<file path="src/rtl/rf_alu_seq.sv">
// Serial register-register ALU sequencer in front of a 2R1W register file.
// Walks IDLE -> RD -> EX -> WB, so one instruction issues every four cycles.
module rf_alu_seq #(
  parameter int BW_DATA  = 32,
  parameter int BW_ADDR  = 5,
  parameter int ZERO_REG = 1
) (
  input  logic               i_clk,
  input  logic               i_rst,
  input  logic               i_valid,
  output logic               o_ready,
  input  logic [2:0]         i_op,
  input  logic [BW_ADDR-1:0] i_rd,
  input  logic [BW_ADDR-1:0] i_rs0,
  input  logic [BW_ADDR-1:0] i_rs1,
  output logic [BW_ADDR-1:0] o_rf_rd_addr0,
  output logic [BW_ADDR-1:0] o_rf_rd_addr1,
  input  logic [BW_DATA-1:0] i_rf_rd_data0,
  input  logic [BW_DATA-1:0] i_rf_rd_data1,
  output logic [BW_DATA-1:0] o_rf_wr_data,
  output logic [BW_ADDR-1:0] o_rf_wr_addr,
  output logic               o_rf_wr_en,
  output logic               o_done,
  output logic               o_ovf
);

  localparam int SW  = $clog2(BW_DATA);
  localparam int MSB = BW_DATA - 1;

  localparam logic [2:0] OP_ADD = 3'd0;
  localparam logic [2:0] OP_SUB = 3'd1;
  localparam logic [2:0] OP_AND = 3'd2;
  localparam logic [2:0] OP_OR  = 3'd3;
  localparam logic [2:0] OP_XOR = 3'd4;
  localparam logic [2:0] OP_SLT = 3'd5;
  localparam logic [2:0] OP_SHL = 3'd6;
  localparam logic [2:0] OP_SHR = 3'd7;

  typedef enum logic [1:0] {
    S_IDLE = 2'd0,
    S_RD   = 2'd1,
    S_EX   = 2'd2,
    S_WB   = 2'd3
  } state_t;

  state_t state, state_nxt;

  logic [2:0]         op_q;
  logic [BW_ADDR-1:0] rd_q, rs0_q, rs1_q;
  logic [BW_DATA-1:0] op_a, op_b, result;

  logic [BW_DATA-1:0] alu_res;
  logic               alu_ovf;
  logic [BW_DATA-1:0] sum, diff;
  logic [SW-1:0]      sh;

  always_ff @(posedge i_clk or posedge i_rst) begin
    if (i_rst) state <= S_IDLE;
    else       state <= state_nxt;
  end

  always_comb begin
    state_nxt = state;
    case (state)
      S_IDLE:  if (i_valid) state_nxt = S_RD;
      S_RD:    state_nxt = S_EX;
      S_EX:    state_nxt = S_WB;
      S_WB:    state_nxt = S_IDLE;
      default: state_nxt = S_IDLE;
    endcase
  end

  always_comb begin
    sum     = op_a + op_b;
    diff    = op_a - op_b;
    sh      = op_b[SW-1:0];
    alu_res = '0;
    alu_ovf = 1'b0;
    case (op_q)
      OP_ADD: begin
        alu_res = sum;
        alu_ovf = (op_a[MSB] == op_b[MSB]) && (sum[MSB] != op_a[MSB]);
      end
      OP_SUB: begin
        alu_res = diff;
        alu_ovf = (op_a[MSB] != op_b[MSB]) && (diff[MSB] != op_a[MSB]);
      end
      OP_AND:  alu_res = op_a & op_b;
      OP_OR:   alu_res = op_a | op_b;
      OP_XOR:  alu_res = op_a ^ op_b;
      OP_SLT:  alu_res = {{(BW_DATA-1){1'b0}}, ($signed(op_a) < $signed(op_b))};
      OP_SHL:  alu_res = op_a << sh;
      OP_SHR:  alu_res = op_a >> sh;
      default: alu_res = '0;
    endcase
  end

  // o_ovf is updated together with result so it is valid in the WB cycle
  always_ff @(posedge i_clk or posedge i_rst) begin
    if (i_rst) begin
      op_q   <= '0;
      rd_q   <= '0;
      rs0_q  <= '0;
      rs1_q  <= '0;
      op_a   <= '0;
      op_b   <= '0;
      result <= '0;
      o_ovf  <= 1'b0;
    end else begin
      if (state == S_IDLE && i_valid) begin
        op_q  <= i_op;
        rd_q  <= i_rd;
        rs0_q <= i_rs0;
        rs1_q <= i_rs1;
      end
      if (state == S_RD) begin
        op_a <= i_rf_rd_data0;
        op_b <= i_rf_rd_data1;
      end
      if (state == S_EX) begin
        result <= alu_res;
        o_ovf  <= alu_ovf;
      end
    end
  end

  always_comb begin
    o_ready       = 1'b0;
    o_rf_rd_addr0 = '0;
    o_rf_rd_addr1 = '0;
    o_rf_wr_addr  = '0;
    o_rf_wr_data  = '0;
    o_rf_wr_en    = 1'b0;
    o_done        = 1'b0;
    case (state)
      S_IDLE: o_ready = 1'b1;
      S_RD: begin
        o_rf_rd_addr0 = rs0_q;
        o_rf_rd_addr1 = rs1_q;
      end
      S_WB: begin
        o_rf_wr_addr = rd_q;
        o_rf_wr_data = result;
        o_rf_wr_en   = !((ZERO_REG != 0) && (rd_q == '0));
        o_done       = 1'b1;
      end
      default: ;
    endcase
  end

endmodule

</file>
<file path="config.mk">
export PLATFORM = sky130hd
export DESIGN_NAME = rf_alu_seq
export DESIGN_NICKNAME = d
export VERILOG_FILES = /design/src/rtl/rf_alu_seq.sv
export SDC_FILE = /design/constraint.sdc
export NUM_CORES = 1
export LEC_CHECK = 0
export CAP_MARGIN = 30
export CORE_MARGIN = 3
export CORE_UTILIZATION = 52
export CTS_BUF_LIST = sky130_fd_sc_hd__clkbuf_8
export DETAILED_ROUTE_END_ITERATION = 10
export PLACE_DENSITY = 0.78
export SYNTH_ARGS = -nofsm -noshare
export SYNTH_HDL_FRONTEND = slang
export SYNTH_SLANG_ARGS = --single-unit
</file>
<file path="constraint.sdc">
create_clock -name i_clk -period 8.6 [get_ports i_clk]
set_input_delay 1.72 -clock i_clk [delete_from_list [all_inputs] [get_ports i_clk]]
set_output_delay 1.72 -clock i_clk [all_outputs]
set_load 0.01 [all_outputs]
</file>
==> results of run 1 <==
[cell families after synthesis]
family / Yosys count / synth area share [%]
AOI/OAI and AO/OA: 563 / 28.5
and+or+nand+nor: 502 / 18.1
buffers and inverters: 229 / 7.32
DFF: 117 / 23.7
adders and majority gates: 103 / 10.6
muxes: 96 / 9.62
xor gates and xnor gates: 31 / 2.20
[worst max-delay path: cells and delay by family (launching register included)]
| kind | cells | cell delay, ps |
|---|---|---|
| buffers and inverters | 3 | 1310 |
| adders and majority gates | 1 | 490 |
| DFF | 1 | 430 |
| and+or+nand+nor | 1 | 230 |
[per-stage QoR]
stage	hold WS (ps)	util [%]	worst slack, ps
after CTS	492	61.8	3890
final	487	61.8	3910
after global routing	510	61.8	3700
after floorplan	443	-	3780
after detailed placement	473	60.1	4430
after global placement	472	59.9	4490
[sequential cells by signal (all words and copies together) (netlist names)]
register,count
o_ovf,1
result,32
op_q,3
rd_q,5
rs1_q,5
state,2
rs0_q,5
op_a,32
op_b,32
[layer usage]
metal / wire length [um] / vias up / global-route usage [%]
met4: 1600 / 0 / 12.4
met3: 6710 / 124 / 11.5
met5: 0 / - / 0
met1: 20500 / 6162 / 53.4
li1: - / 5950 / -
met2: 20900 / 858 / 55.8
[how the worst max path moves through the flow]
stage | start | to | cells after the start
after CTS | state[1]$_DFFE_PP0P_ | o_rf_rd_addr1[4] | 5
after global placement | op_b[2]$_DFFE_PP0N_ | o_ovf$_DFFE_PP0P_ | 12
after global routing | state[1]$_DFFE_PP0P_ | o_rf_rd_addr1[4] | 5
final | state[1]$_DFFE_PP0P_ | o_rf_rd_addr0[1] | 5
after floorplan | i_rst | o_ovf$_DFFE_PP0P_ | 1
after detailed placement | state[1]$_DFFE_PP0P_ | o_rf_rd_addr0[4] | 5
[area by class of cell]
class,count,area share (%)
Antenna cell,1,0.0176
Clock buffer,17,1.65
Clock inverter,15,1.13
Inverter,107,2.84
Multi-Input combinational cell,1295,60.1
Sequential cell,117,20.6
Tap cell,313,2.76
Timing Repair Buffer,157,10.9
[cells in the mapped netlist, types with 10 or more instances]
cell | n | area [um2]
a211oi_1 | 15 | 113
a21o_1 | 17 | 128
a21oi_1 | 157 | 786
a221oi_1 | 16 | 140
a22oi_1 | 10 | 75.1
a31oi_1 | 22 | 138
and2_1 | 47 | 294
buf_1 | 15 | 56.3
buf_2 | 22 | 110
clkbuf_1 | 82 | 308
dfrtp_1 | 117 | 2930
ha_1 | 101 | 1260
inv_1 | 101 | 379
mux2_2 | 30 | 338
mux2i_1 | 51 | 510
mux4_2 | 15 | 338
nand2_1 | 173 | 649
nand2b_1 | 10 | 62.6
nand3_1 | 18 | 90.1
nor2_1 | 181 | 679
nor2b_1 | 10 | 62.6
nor3_1 | 24 | 120
o2111ai_1 | 12 | 105
o211ai_1 | 25 | 188
o21ai_0 | 175 | 876
o21bai_1 | 10 | 75.1
o22ai_1 | 24 | 150
xnor2_1 | 25 | 219
[placed cells by master, fill, tap and decap left out, types with 7 or more instances in the layout]
master           count
ha_1                99
o22ai_1             24
nor2_1             180
nand2b_1            10
o21bai_1            10
o221ai_1             7
mux2i_1             51
nor3_1              22
buf_4               20
o31ai_1              9
o21a_1               9
clkbuf_8            17
or3_1                9
a22oi_1             10
a21o_1              17
a21oi_1            157
mux4_2              15
a31oi_1             22
a211oi_1            15
o21ai_0            175
clkdlybuf4s50_1    135
a221oi_1            16
nand2_1            173
o211ai_1            25
mux2_2              30
nand3_1             17
xnor2_1             25
dfrtp_1            113
o2111ai_1           12
nor2b_1             10
and2_1              48
inv_1              100
==> flow_summary_export.csv, run 1 <==
group,metric,value,unit
timing,fin_crit_sh,54.6,%
critical_path,critPathMaxStageDelay,630,ps
yosys,synth_nets,1829,
grt,grt_pass1_vias,12300,
cells_and_area,stdcell_count,2022,
critical_path,r2r_end,"result[30]$_DFFE_PP0P_",
timing,clock_skew,22.9,ps
run,drv_cap,0,
timing,tns,0,ps
cts,cts_buffers,17,
routing,viasPerCell,6.48,
cts,cts_hold_buf,0,
cts,cts_setup_buffers,0,
timing,finalHoldViolCount,0,
timing,slew_violations,0,
cts,cts_resized,0,
routing,drc,0,
timing,fmax,213,MHz
yosys,yosysSeqAreaShare,23.7,%
cts,clock_sinks,117,
floorplan,core.rowCount,55,
cts,root_buffer,"clkbuf_8",
grt,grt_max_degree,86,
cells_and_area,fillerInstances,2121,
timing,layout_min_cycle_time,4690,ps
routing,wl,49800,um
yosys,ys_async_sr_fraction,100,%
cts,clk_pin_slew_worst_paths,100,ps
critical_path,r2r_setup_slack,4220,ps
floorplan,initial_core_util,53.6,%
routing,ant_nets,0,
cts,cts_tree,"yes",
status,status,"finished, final reports clean",
critical_path,crit_arrival,2970,ps
placed_design,port_buffers,135,
cts,htree_levels,4,
cells_and_area,drive_gt1_share,7.67,%
yosys,ys_warn_count,0,
timing,tightest_slew,1130,ps
cts,clk-insertion-delay-late,490,ps
routing,first_pass_iters,9,
floorplan,die_y,160,um
cts,cts_buffer_depth,2,
placed_design,placed_cells,1989,
yosys,postSynthAreaPerCell,7.51,um2
grt,overflow,0,
yosys,ys.flop_type,"dfrtp_1",
yosys,synthCells,1641,
yosys,syn_area,12300,um2
floorplan,die_area,25600,um2
worst_hold_path,hold-path-endpoint,"result[7]$_DFFE_PP0P_",
critical_path,start_kind,"register",
critical_path,rr_startpoint,"op_b[3]$_DFFE_PP0N_",
placed_design,gp_congestion,1.03,
floorplan,die_x,160,um
cells_and_area,syn2layout_area_growth,15.2,%
grt,antenna_found_initial,2,
cells_and_area,multi_input_area,8540,um2
worst_hold_path,hp-start,"result[7]$_DFFE_PP0P_",
cells_and_area,final_cell_area,14200,um2
cells_and_area,final_nets,1883,
placed_design,placed_cell_area,13800,um2
critical_path,cpMaxStageDelayCell,"buf_4",
floorplan,io_pins,136,
yosys,synth_edf_count,0,
routing,vias,13100,
grt,grt_pass1_wl,74900,um
timing,rsz0062_at_grt,"no",
grt,grt_usage,37.9,%
cells_and_area,regArea,2930,um2
routing,drt_iter0_drc,1749,
placed_design,hpwl,37000,um
yosys,synth_seq_cells,117,
worst_hold_path,worstHoldPathCells,2,
worst_hold_path,hp-class,"register to register",
critical_path,worstPathMaxFanout,85,
critical_path,rr_worst_depth,14,
floorplan,core,23000,um2
routing,wl_per_cell,24.6,um
critical_path,critPathKind,"register to output pin",
timing,setup-violations-final,0,
critical_path,cp-end-kind,"output pin",
critical_path,cp.required,6880,ps
timing,slew_headroom,22.8,%
critical_path,cp_cell_sequence,"inv_1 > ha_4 > buf_4 > and2_1 > clkdlybuf4s50_1",
yosys,synth_cell_types,81,
Power of run 1 is not shown: default switching activity piles up to over one toggle a cycle in this logic, so the estimate is an artifact.
==> inputs of run 2 (changes only) <==
PLACE_DENSITY = 0.8   (was 0.78)
clock period = 4.2 ns   (was 8.6 ns; I/O delays follow)
==> run 2 against run 1 <==
Against the previous run: global-route usage rose by 1.2 points; cell count rose by 2.1%; worst setup slack got worse by 3700 ps; design area rose by 2.1%; flip-flop and latch count did not move; utilization rose by 1.3 points; die area did not move; via count rose by 2.3%; clock-buffer cell count did not move; worst hold slack improved by 12 ps; sequential share of layout area fell by 0.43 points; critical path type is now register to register; largest cell class unchanged; highest routed layer is now met5.
==> flow_summary_export.csv, run 2 (synthesized netlist as in run 1, its figures left out) <==
group,metric,value,unit
timing,fmax,248,MHz
timing,finalHoldViolCount,0,
cells_and_area,final_nets,1925,
cells_and_area,layout_commonest_cell,"nor2_1",
routing,drc,0,
critical_path,cp_cell_sequence,"inv_1 > ha_1 > o211ai_1 > o211ai_1 > a41oi_1 > o41a_1 > a31oi_2 > a311o_1 > xnor2_1 > nor4b_1 > a311o_1",
timing,slew_violations,0,
cts,clock_sinks,117,
timing,setup-violations-final,0,
cts,cts_tree,"yes",
grt,grt_pass1_wl,77500,um
routing,first_pass_iters,6,
critical_path,start_kind,"register",
routing,wl_per_cell,24.8,um
floorplan,die_area,25600,um2
placed_design,gp_congestion,1.05,
placed_design,hpwl,39500,um
critical_path,cpMaxStageDelayCell,"o41a_1",
placed_design,port_buffers,135,
critical_path,critPathMaxStageDelay,580,ps
status,status,"finished, final reports clean",
timing,clock_skew,21.9,ps
grt,grt_usage,39.1,%
routing,ant_nets,0,
grt,grt_pass1_vias,13000,
floorplan,core,23000,um2
cells_and_area,drive_gt1_share,9.77,%
floorplan,initial_core_util,53.6,%
routing,viasPerCell,6.49,
critical_path,worstPathMaxFanout,9,
timing,slew_headroom,37.1,%
cells_and_area,layout_common_cells,"nor2_1, o21ai_0, nand2_1, a21oi_1, clkdlybuf4s50_1",
timing,rsz0062_at_grt,"no",
critical_path,crit_arrival,4400,ps
timing,fin_crit_sh,96.0,%
worst_hold_path,hold-path-endpoint,"result[7]$_DFFE_PP0P_",
cells_and_area,syn2layout_area_growth,17.7,%
cts,htree_levels,4,
routing,wl,51300,um
timing,tns,0,ps
floorplan,die_y,160,um
floorplan,io_pins,136,
timing,layout_min_cycle_time,4030,ps
critical_path,cp.required,4560,ps
cts,clk_pin_slew_worst_paths,90,ps
run,drv_cap,0,
cts,root_buffer,"clkbuf_8",
critical_path,r2r_end,"o_ovf$_DFFE_PP0P_",
cts,cts_buffer_depth,2,
cts,clk-insertion-delay-late,490,ps
critical_path,critPathKind,"register to register",
cts,cts_resized,0,
critical_path,rr_worst_depth,11,
critical_path,rr_startpoint,"op_a[2]$_DFFE_PP0N_",
floorplan,die_x,160,um
floorplan,core.rowCount,55,
grt,grt_max_degree,81,
cells_and_area,fillerInstances,2076,
critical_path,r2r_setup_slack,170,ps
critical_path,cp-end-kind,"register",
cts,cts_setup_buffers,0,
grt,antenna_found_initial,4,
timing,tightest_slew,917,ps
worst_hold_path,worstHoldPathCells,2,
worst_hold_path,hp-start,"result[7]$_DFFE_PP0P_",
grt,overflow,0,
cells_and_area,reg.largest.list,"op_a (32), op_b (32), result (32)",
routing,vias,13400,
cts,cts_hold_buf,0,
routing,drt_iter0_drc,1852,
cts,cts_buffers,17,
worst_hold_path,hp-class,"register to register",
[run 2: layout make-up]
class / count / area [um2] / share of cell area, %
Clock buffer: 17 / 234 / 1.61
Antenna cell: 1 / 2.50 / 0.0173
Sequential cell: 117 / 2930 / 20.2
Inverter: 107 / 404 / 2.79
Multi-Input combinational cell: 1295 / 8530 / 58.8
Timing Repair Buffer: 199 / 1860 / 12.8
Tap cell: 313 / 392 / 2.70
Clock inverter: 15 / 154 / 1.06
[run 2: per-stage QoR]
step / hold slack, ps / instance area, um2 / setup slack [ps] / cells / utilization [%]
after floorplan: 443 / 12300 / 239 / 1641 / -
after global placement: 464 / 14100 / 477 / 2031 / 61.4
final: 499 / 14500 / 168 / 2064 / 63.1
after CTS: 505 / 14500 / 401 / 2063 / 63.1
after detailed placement: 489 / 14100 / 427 / 2031 / 61.4
after global routing: 518 / 14500 / 54.9 / 2063 / 63.1
[run 2: worst max-delay path by stage]
stage / cells past startpoint / startpoint / slack, ps / to
after floorplan: 16 / op_b[3]$_DFFE_PP0N_ / 240 / o_ovf$_DFFE_PP0P_
after global placement: 11 / op_a[2]$_DFFE_PP0N_ / 480 / o_ovf$_DFFE_PP0P_
after detailed placement: 11 / op_a[2]$_DFFE_PP0N_ / 430 / o_ovf$_DFFE_PP0P_
after CTS: 11 / op_a[2]$_DFFE_PP0N_ / 400 / o_ovf$_DFFE_PP0P_
after global routing: 11 / op_a[2]$_DFFE_PP0N_ / 50 / result[31]$_DFFE_PP0P_
final: 11 / op_a[2]$_DFFE_PP0N_ / 170 / o_ovf$_DFFE_PP0P_
[run 2: critical path: cells and delay by family (launching register included)]
family,cells,cell delay (ps)
adders and majority gates,1,470
AOI/OAI and AO/OA,7,2590
buffers and inverters,1,100
and+or+nand+nor,1,70
xor gates and xnor gates,1,140
DFF,1,560
[run 2: routing by layer]
layer | up-vias | track usage (%) | part of all wire [%]
met1 | 6243 | 53.0 | 40
met5 | - | 0 | 0.076
met2 | 939 | 58.3 | 43
li1 | 6046 | - | -
met4 | 6 | 14.5 | 4.0
met3 | 165 | 13.0 | 13
Power of run 2 is left out for the same reason.
